[config.mk]
export PLATFORM = sky130hd
export DESIGN_NAME = apb_gpio_irq
export DESIGN_NICKNAME = d
export VERILOG_FILES = /design/src/rtl/apb_gpio_irq.sv
export SDC_FILE = /design/constraint.sdc
export NUM_CORES = 1
export LEC_CHECK = 0
export CORE_ASPECT_RATIO = 0.8
export CORE_MARGIN = 1.5
export CORE_UTILIZATION = 63
export DETAILED_ROUTE_END_ITERATION = 10
export DONT_BUFFER_PORTS = 1
export PLACE_DENSITY = 0.78
export SLEW_MARGIN = 10
export SYNTH_ARGS = -nofsm -noshare
export SYNTH_HDL_FRONTEND = slang
export SYNTH_SLANG_ARGS = --single-unit
[constraint.sdc]
create_clock -name PCLK -period 13.5 [get_ports PCLK]
set_input_delay 2.025 -clock PCLK [delete_from_list [all_inputs] [get_ports PCLK]]
set_output_delay 2.025 -clock PCLK [all_outputs]
set_load 0.02 [all_outputs]
[src/rtl/apb_gpio_irq.sv]
// APB GPIO port: atomic set/clear, per-pin edge/level interrupts with W1C status, PSLVERR on unmapped offsets.
// Optional per-pin input debounce filter is built when GPIO_DEBOUNCE_EN is defined.
module apb_gpio_irq #(
    parameter int GPIO_WIDTH      = 32,
    parameter int ADDR_WIDTH      = 32,
    parameter int SYNC_STAGES     = 2,
    parameter int DEBOUNCE_CYCLES = 4
) (
    input  logic                  PCLK,
    input  logic                  PRESET,
    input  logic                  PSEL,
    input  logic                  PENABLE,
    input  logic                  PWRITE,
    input  logic [ADDR_WIDTH-1:0] PADDR,
    input  logic [31:0]           PWDATA,
    output logic [31:0]           PRDATA,
    output logic                  PREADY,
    output logic                  PSLVERR,
    input  logic [GPIO_WIDTH-1:0] GPIO_IN,
    output logic [GPIO_WIDTH-1:0] GPIO_OUT,
    output logic [GPIO_WIDTH-1:0] GPIO_OE,
    output logic                  IRQ
);
    typedef logic [GPIO_WIDTH-1:0] vec_t;

    localparam logic [3:0] OFF_DIR      = 4'h0;
    localparam logic [3:0] OFF_DATA_IN  = 4'h1;
    localparam logic [3:0] OFF_DATA_OUT = 4'h2;
    localparam logic [3:0] OFF_OUT_SET  = 4'h3;
    localparam logic [3:0] OFF_OUT_CLR  = 4'h4;
    localparam logic [3:0] OFF_IRQ_EN   = 4'h5;
    localparam logic [3:0] OFF_IRQ_TYPE = 4'h6;
    localparam logic [3:0] OFF_IRQ_POL  = 4'h7;
    localparam logic [3:0] OFF_STATUS   = 4'h8;

    if (GPIO_WIDTH < 1 || GPIO_WIDTH > 32) begin : g_bad_width
        $error("apb_gpio_irq: GPIO_WIDTH must be within 1..32");
    end
    if (SYNC_STAGES < 2) begin : g_bad_sync
        $error("apb_gpio_irq: SYNC_STAGES must be at least 2");
    end
    if (DEBOUNCE_CYCLES < 1) begin : g_bad_debounce
        $error("apb_gpio_irq: DEBOUNCE_CYCLES must be at least 1");
    end

    logic [3:0]            reg_off;
    logic [ADDR_WIDTH-1:0] upper_bits;
    logic                  mapped;
    logic                  access;
    logic                  wr_en;
    vec_t                  wdata;

    vec_t dir_q, data_out_q, irq_en_q, irq_type_q, irq_pol_q, irq_status_q;
    vec_t gpio_out_q, gpio_oe_q;
    logic irq_q;

    vec_t sync_q [SYNC_STAGES];
    vec_t sync_in, filt_in, prev_q;
    vec_t rise, fall, edge_hit, lvl_hit, status_set, status_clr;
    vec_t rd_val;
    logic [31:0] rd_word;

    assign reg_off    = PADDR[5:2];
    assign upper_bits = PADDR >> 6;
    assign mapped     = (upper_bits == '0) && (reg_off <= OFF_STATUS);
    assign access     = PSEL & PENABLE;
    assign wr_en      = access & PWRITE & mapped;
    assign wdata      = PWDATA[GPIO_WIDTH-1:0];

    always_ff @(posedge PCLK or posedge PRESET) begin
        if (PRESET) begin
            for (int i = 0; i < SYNC_STAGES; i++) sync_q[i] <= '0;
        end else begin
            sync_q[0] <= GPIO_IN;
            for (int i = 1; i < SYNC_STAGES; i++) sync_q[i] <= sync_q[i-1];
        end
    end
    assign sync_in = sync_q[SYNC_STAGES-1];

`ifdef GPIO_DEBOUNCE_EN
    localparam int DB_W = $clog2(DEBOUNCE_CYCLES + 1);
    localparam logic [DB_W-1:0] DB_LAST = DB_W'(DEBOUNCE_CYCLES - 1);
    // Arm window also covers the filter delay so a pad high at reset never logs an edge.
    localparam int ARM_CYCLES = SYNC_STAGES + DEBOUNCE_CYCLES + 1;

    logic [DB_W-1:0] db_cnt_q [GPIO_WIDTH];
    vec_t            filt_q;

    always_ff @(posedge PCLK or posedge PRESET) begin
        if (PRESET) begin
            filt_q <= '0;
            for (int i = 0; i < GPIO_WIDTH; i++) db_cnt_q[i] <= '0;
        end else begin
            for (int i = 0; i < GPIO_WIDTH; i++) begin
                if (sync_in[i] != filt_q[i]) begin
                    if (db_cnt_q[i] == DB_LAST) begin
                        filt_q[i]   <= sync_in[i];
                        db_cnt_q[i] <= '0;
                    end else begin
                        db_cnt_q[i] <= db_cnt_q[i] + 1'b1;
                    end
                end else begin
                    db_cnt_q[i] <= '0;
                end
            end
        end
    end
    assign filt_in = filt_q;
`else
    localparam int ARM_CYCLES = SYNC_STAGES + 1;
    assign filt_in = sync_in;
`endif

    localparam int ARM_W = $clog2(ARM_CYCLES + 1);
    logic [ARM_W-1:0] arm_cnt_q;
    logic             armed;

    always_ff @(posedge PCLK or posedge PRESET) begin
        if (PRESET) begin
            arm_cnt_q <= ARM_W'(ARM_CYCLES);
            prev_q    <= '0;
        end else begin
            if (arm_cnt_q != '0) arm_cnt_q <= arm_cnt_q - 1'b1;
            prev_q <= filt_in;
        end
    end
    assign armed = (arm_cnt_q == '0);

    // Status detection is held off until the input pipeline holds real pad samples,
    // otherwise the reset-zero chain would look like an active low level.
    assign rise       = filt_in & ~prev_q;
    assign fall       = ~filt_in & prev_q;
    assign edge_hit   = (irq_pol_q & rise) | (~irq_pol_q & fall);
    assign lvl_hit    = ~(filt_in ^ irq_pol_q);
    assign status_set = armed ? ((irq_type_q & edge_hit) | (~irq_type_q & lvl_hit)) : '0;
    assign status_clr = (wr_en && (reg_off == OFF_STATUS)) ? wdata : '0;

    always_ff @(posedge PCLK or posedge PRESET) begin
        if (PRESET) begin
            dir_q        <= '0;
            data_out_q   <= '0;
            irq_en_q     <= '0;
            irq_type_q   <= '0;
            irq_pol_q    <= '0;
            irq_status_q <= '0;
            gpio_out_q   <= '0;
            gpio_oe_q    <= '0;
            irq_q        <= 1'b0;
        end else begin
            if (wr_en) begin
                case (reg_off)
                    OFF_DIR:      dir_q      <= wdata;
                    OFF_DATA_OUT: data_out_q <= wdata;
                    OFF_OUT_SET:  data_out_q <= data_out_q | wdata;
                    OFF_OUT_CLR:  data_out_q <= data_out_q & ~wdata;
                    OFF_IRQ_EN:   irq_en_q   <= wdata;
                    OFF_IRQ_TYPE: irq_type_q <= wdata;
                    OFF_IRQ_POL:  irq_pol_q  <= wdata;
                    default: ;
                endcase
            end
            // A set on the same cycle as a W1C wins.
            irq_status_q <= (irq_status_q & ~status_clr) | status_set;
            gpio_oe_q    <= dir_q;
            gpio_out_q   <= data_out_q & dir_q;
            irq_q        <= |(irq_status_q & irq_en_q);
        end
    end

    always_comb begin
        rd_val = '0;
        case (reg_off)
            OFF_DIR:      rd_val = dir_q;
            OFF_DATA_IN:  rd_val = filt_in;
            OFF_DATA_OUT: rd_val = data_out_q;
            OFF_IRQ_EN:   rd_val = irq_en_q;
            OFF_IRQ_TYPE: rd_val = irq_type_q;
            OFF_IRQ_POL:  rd_val = irq_pol_q;
            OFF_STATUS:   rd_val = irq_status_q;
            default:      rd_val = '0;
        endcase
    end

    always_comb begin
        rd_word = '0;
        rd_word[GPIO_WIDTH-1:0] = rd_val;
    end

    assign PRDATA   = (access && !PWRITE && mapped) ? rd_word : '0;
    assign PSLVERR  = access & ~mapped;
    assign PREADY   = 1'b1;
    assign GPIO_OUT = gpio_out_q;
    assign GPIO_OE  = gpio_oe_q;
    assign IRQ      = irq_q;

endmodule
==> flow_results.org <==
** Yosys
- The average instance in the mapped netlist occupies 12.9 sq um.
- After synthesis the cells add up to 14700 sq um.
- Synth Area in Adders :: 0.000849
- In the post-synthesis netlist, the cell with the most instances is sky130_fd_sc_hd__dfrtp_1.
- Synthesis handed over a netlist of 1142 instances.
- Cell taking the most area after synthesis :: sky130_fd_sc_hd__dfrtp_1
- Synth cell types :: 41
- Most common flop cell mapped by yosys :: sky130_fd_sc_hd__dfrtp_1
- Simple-gate share of the synthesized area :: 0.0984
- The share of synthesized area in the top cell type comes to 0.599.
- For this run, asynchronously set or reset flops after synthesis account for 1.00.
- Synth top area cells :: sky130_fd_sc_hd__dfrtp_1, sky130_fd_sc_hd__mux2_4, sky130_fd_sc_hd__a22oi_1
- Top cells by instance count after synthesis :: sky130_fd_sc_hd__dfrtp_1, sky130_fd_sc_hd__nand2_1, sky130_fd_sc_hd__mux2_4
- The synthesized design contains 355 register bits.
- Largest family of logic cells by synthesized area :: compound AO/OA/AOI/OAI gates
- The Yosys step of the flow raised 0 warnings.
- Xor and xnor area share after synthesis :: 0.00178
- Compound-gate portion of the synthesized area :: 0.145
- Count of flip-flops with a built-in enable after synthesis :: 0
- Share of synthesized area spent on multiplexers :: 0.121
- The number of nets handed over by synthesis was 1244.
- The share of the Yosys chip area taken by registers is 0.603.

** Worst setup path
- Largest fanout of any net on the critical path :: 65
- Data on the critical path is required at its endpoint by 11.48 ns.
- Arrival time worst endpoint :: 4.57 ns
- Kind of launch point of the worst setup path :: input pin
- Endpoint kind of the worst setup timing path :: output port
- The startpoint identified for the worst register-to-register timing path is irq_en_q[15].
- Beginning of the critical path :: PADDR[4]
- Start-to-end type of the worst setup path :: input pin to output port

** Die
- Chip height :: 140 um
- Core Region :: 22700 sq um
- The die is 174 um wide.
- For this design the top-level I/O count stands at 200.
- Std cell rows :: 49
- The die covers 24300 sq um.
- The initial utilization of the core area, before any placement, comes to 0.650.

** Route
- Average routed wire per standard cell :: 27.5 um
- For this run, design rule violations remaining after detail routing come to 0.
- First-pass DRT Iterations :: 6
- Routed vias/inst :: 7.05
- After the first detailed-routing iteration, the DRC count stood at 1347.
- In this run the remaining antenna-violating nets after routing total 0.
- Vias post-DR :: 10164
- Summed over all layers, the routed wires come to 39.7 mm.

** Clocking
- After clock tree synthesis, the flow added hold-fix buffers numbering 0.
- After clock tree synthesis, the clock-pin slew on the worst setup and hold paths is 0.06 ns.
- Clock tree from TritonCTS :: yes
- For this design, the sink count on the clock tree is 355.
- Once the clock tree was built, the setup fixing pass inserted 0 buffers.
- The clock passes through at most 3 buffers.
- TritonCTS created 34 clock buffers.
- Root Driver :: sky130_fd_sc_hd__clkbuf_16
- The H-tree generated during clock tree synthesis spans 2 levels.
- Worst-skew pair later-pin latency :: 0.52 ns
- The number of gates resized after CTS was 0.

** Layout
- Compared with the post-synthesis result, the final layout area differs by 8.78%.
- Once layout is complete, the cells apart from fillers number 1442.
- The number of antenna diodes in the final layout is 0.
- The final layout contains 1217 nets.
- Measured on the finished design, the core utilization comes to 0.707.
- Proportion of layout cells with a drive suffix above 1 :: 0.185

** Run
- Across the run, the number of max-cap violations was 0.

** STA
- The number of pins with negative max-slew slack in the final report is 0.
- Fin worst setup slack :: 6.90 ns
- Final critical delay including setup and external delays :: 6.60 ns
- The final hold violation count is 0.
- Setup violations remaining at the end of the flow were counted as 0.
- Layout Skew :: 0.0141 ns
- Worst slew margin :: 0.226
- Least-Margin Pin Slew :: 1.16 ns
- Setup repair after global routing left no endpoint under its margin.
- Setup tns final :: 0 ns
- Derived from the worst setup path, the maximum achievable clock frequency is 0.152 GHz.
- Final Cycle Share :: 0.489

** GRT
- Wire length of the first global-routing pass :: 61.8 mm
- For this run the aggregate overflow at the end of global routing stands at 0.
- Via count of the first global-routing pass :: 10404
- Largest net degree at the start of global routing :: 181
- Number of antenna violations at the first check in global routing :: 0
- Overall track demand over capacity in global routing :: 0.333

** Place
- Hpwl dp :: 22.2 mm
- OpenSTA, run right after detailed placement, puts the worst setup slack at 6.96 ns.
- Count of input and output buffers :: 0
- DP Cell Count :: 1385
- Routability congestion estimate from global placement :: 0.817

** Power
- Power comes to 0.00210 W.
- Leakage dissipation :: 7.12 nW
- Of the total power, the share spent switching nets is 0.214.
- Of the total power, registers draw 0.518.
- Peak supply drop :: 0.117 mV
- Summed over all nets, the switching power comes to 0.000449 W.
- Cell internal power was estimated by the tool at 0.00165 W.
- Logic gate share of total power :: 0.025
- Power spread over the standard cell area amounts to 131 nW/um^2.
- The share of total power dissipated in the clock network is 0.456.

** Outcome
- Run status :: complete, no violations

** Worst hold path
- Min-Delay Startpoint :: sync_q[53]
- The min-delay analysis places its worst path in the category register to register.
power groups by stage:
stage | Clock, W | Sequential, W | Combinational, W
6_report | 0.000958 | 0.00109 | 0.0000534
5_1_grt | 0.00101 | 0.00109 | 0.0000597
4_1_cts | 0.000969 | 0.00109 | 0.0000533
3_5_place_dp | 0 | 0.00111 | 0.0000531
3_3_place_gp | 0 | 0.00111 | 0.0000525
2_1_floorplan | 0 | 0.00111 | 0.0000376
through the flow:
stage | instance area, sq um | hold WS (ns)
floorplan | 14700 | 0.331
global route | 16000 | 0.354
detailed placement | 14900 | 0.335
finish | 16000 | 0.344
CTS | 16000 | 0.348
global placement | 14900 | 0.333
sequential cells by signal, summed over array words and instances (netlist names):
signal        cells
GPIO_OE          32
GPIO_OUT         32
data_out_q       32
dir_q            32
filt_in          32
irq_en_q         32
irq_pol_q        32
irq_status_q     32
irq_type_q       32
prev_q           32
sync_q           32
arm_cnt_q         2
IRQ               1
area by class of cell:
type	count	area [sq um]
multi-input combinational	705	5500
timing repair buffer	16	133
tap	306	383
clock buffer	49	1020
inverter	3	18.8
clock inverter	8	96.3
sequential	355	8890
fill	1503	6650
cell usage in the layout, fill, tap and decap left out, types with 33 or more instances in the layout:
cell type                   synthesis  final
sky130_fd_sc_hd__clkbuf_16          0     35
sky130_fd_sc_hd__a22oi_1           76     76
sky130_fd_sc_hd__a21oi_1           63     63
sky130_fd_sc_hd__nand2_1          100    100
sky130_fd_sc_hd__dfrtp_1          353    353
sky130_fd_sc_hd__mux2_4            90     90
sky130_fd_sc_hd__a22o_1            34     34
sky130_fd_sc_hd__a31oi_1           33     33
sky130_fd_sc_hd__or4_1             35     35
worst max-delay path, cell delays in order:
cell and delay [ns]:
sky130_fd_sc_hd__nor4b_2 0.26, sky130_fd_sc_hd__buf_4 0.66, sky130_fd_sc_hd__nand2b_1 0.48, sky130_fd_sc_hd__nand4_1 0.15
sky130_fd_sc_hd__buf_4 0.35, sky130_fd_sc_hd__a31oi_1 0.64
cell families after synthesis:
family,count (synthesis)
buffers and inverters,82
xor gates and xnor gates,3
muxes,128
adders and majority gates,1
DFF,355
and+or+nand+nor,267
AOI/OAI and AO/OA,305
other,1
per-layer routing:
| metal | wire length (um) | vias to the layer above | share of wire | GRT usage |
|---|---|---|---|---|
| li1 | - | 4211 | - | - |
| met1 | 15400 | 5169 | 0.39 | 0.450 |
| met2 | 18500 | 662 | 0.47 | 0.518 |
| met3 | 4460 | 122 | 0.11 | 0.0951 |
| met4 | 1300 | 0 | 0.033 | 0.125 |
| met5 | 0 | - | 0 | 0 |
path summary, 6_finish.rpt:
check | end | slack [ns] | cells after the start
max reg2reg | IRQ | 11.76 | 3
min | filt_in[21] | 0.34 | 0
max | PRDATA[19] | 6.90 | 6
max in group asynchronous | filt_in[19] | 10.56 | 2
min in group asynchronous | GPIO_OUT[4] | 1.45 | 1
min reg2reg | filt_in[21] | 0.34 | 0
(Power assumes the default switching activity.)
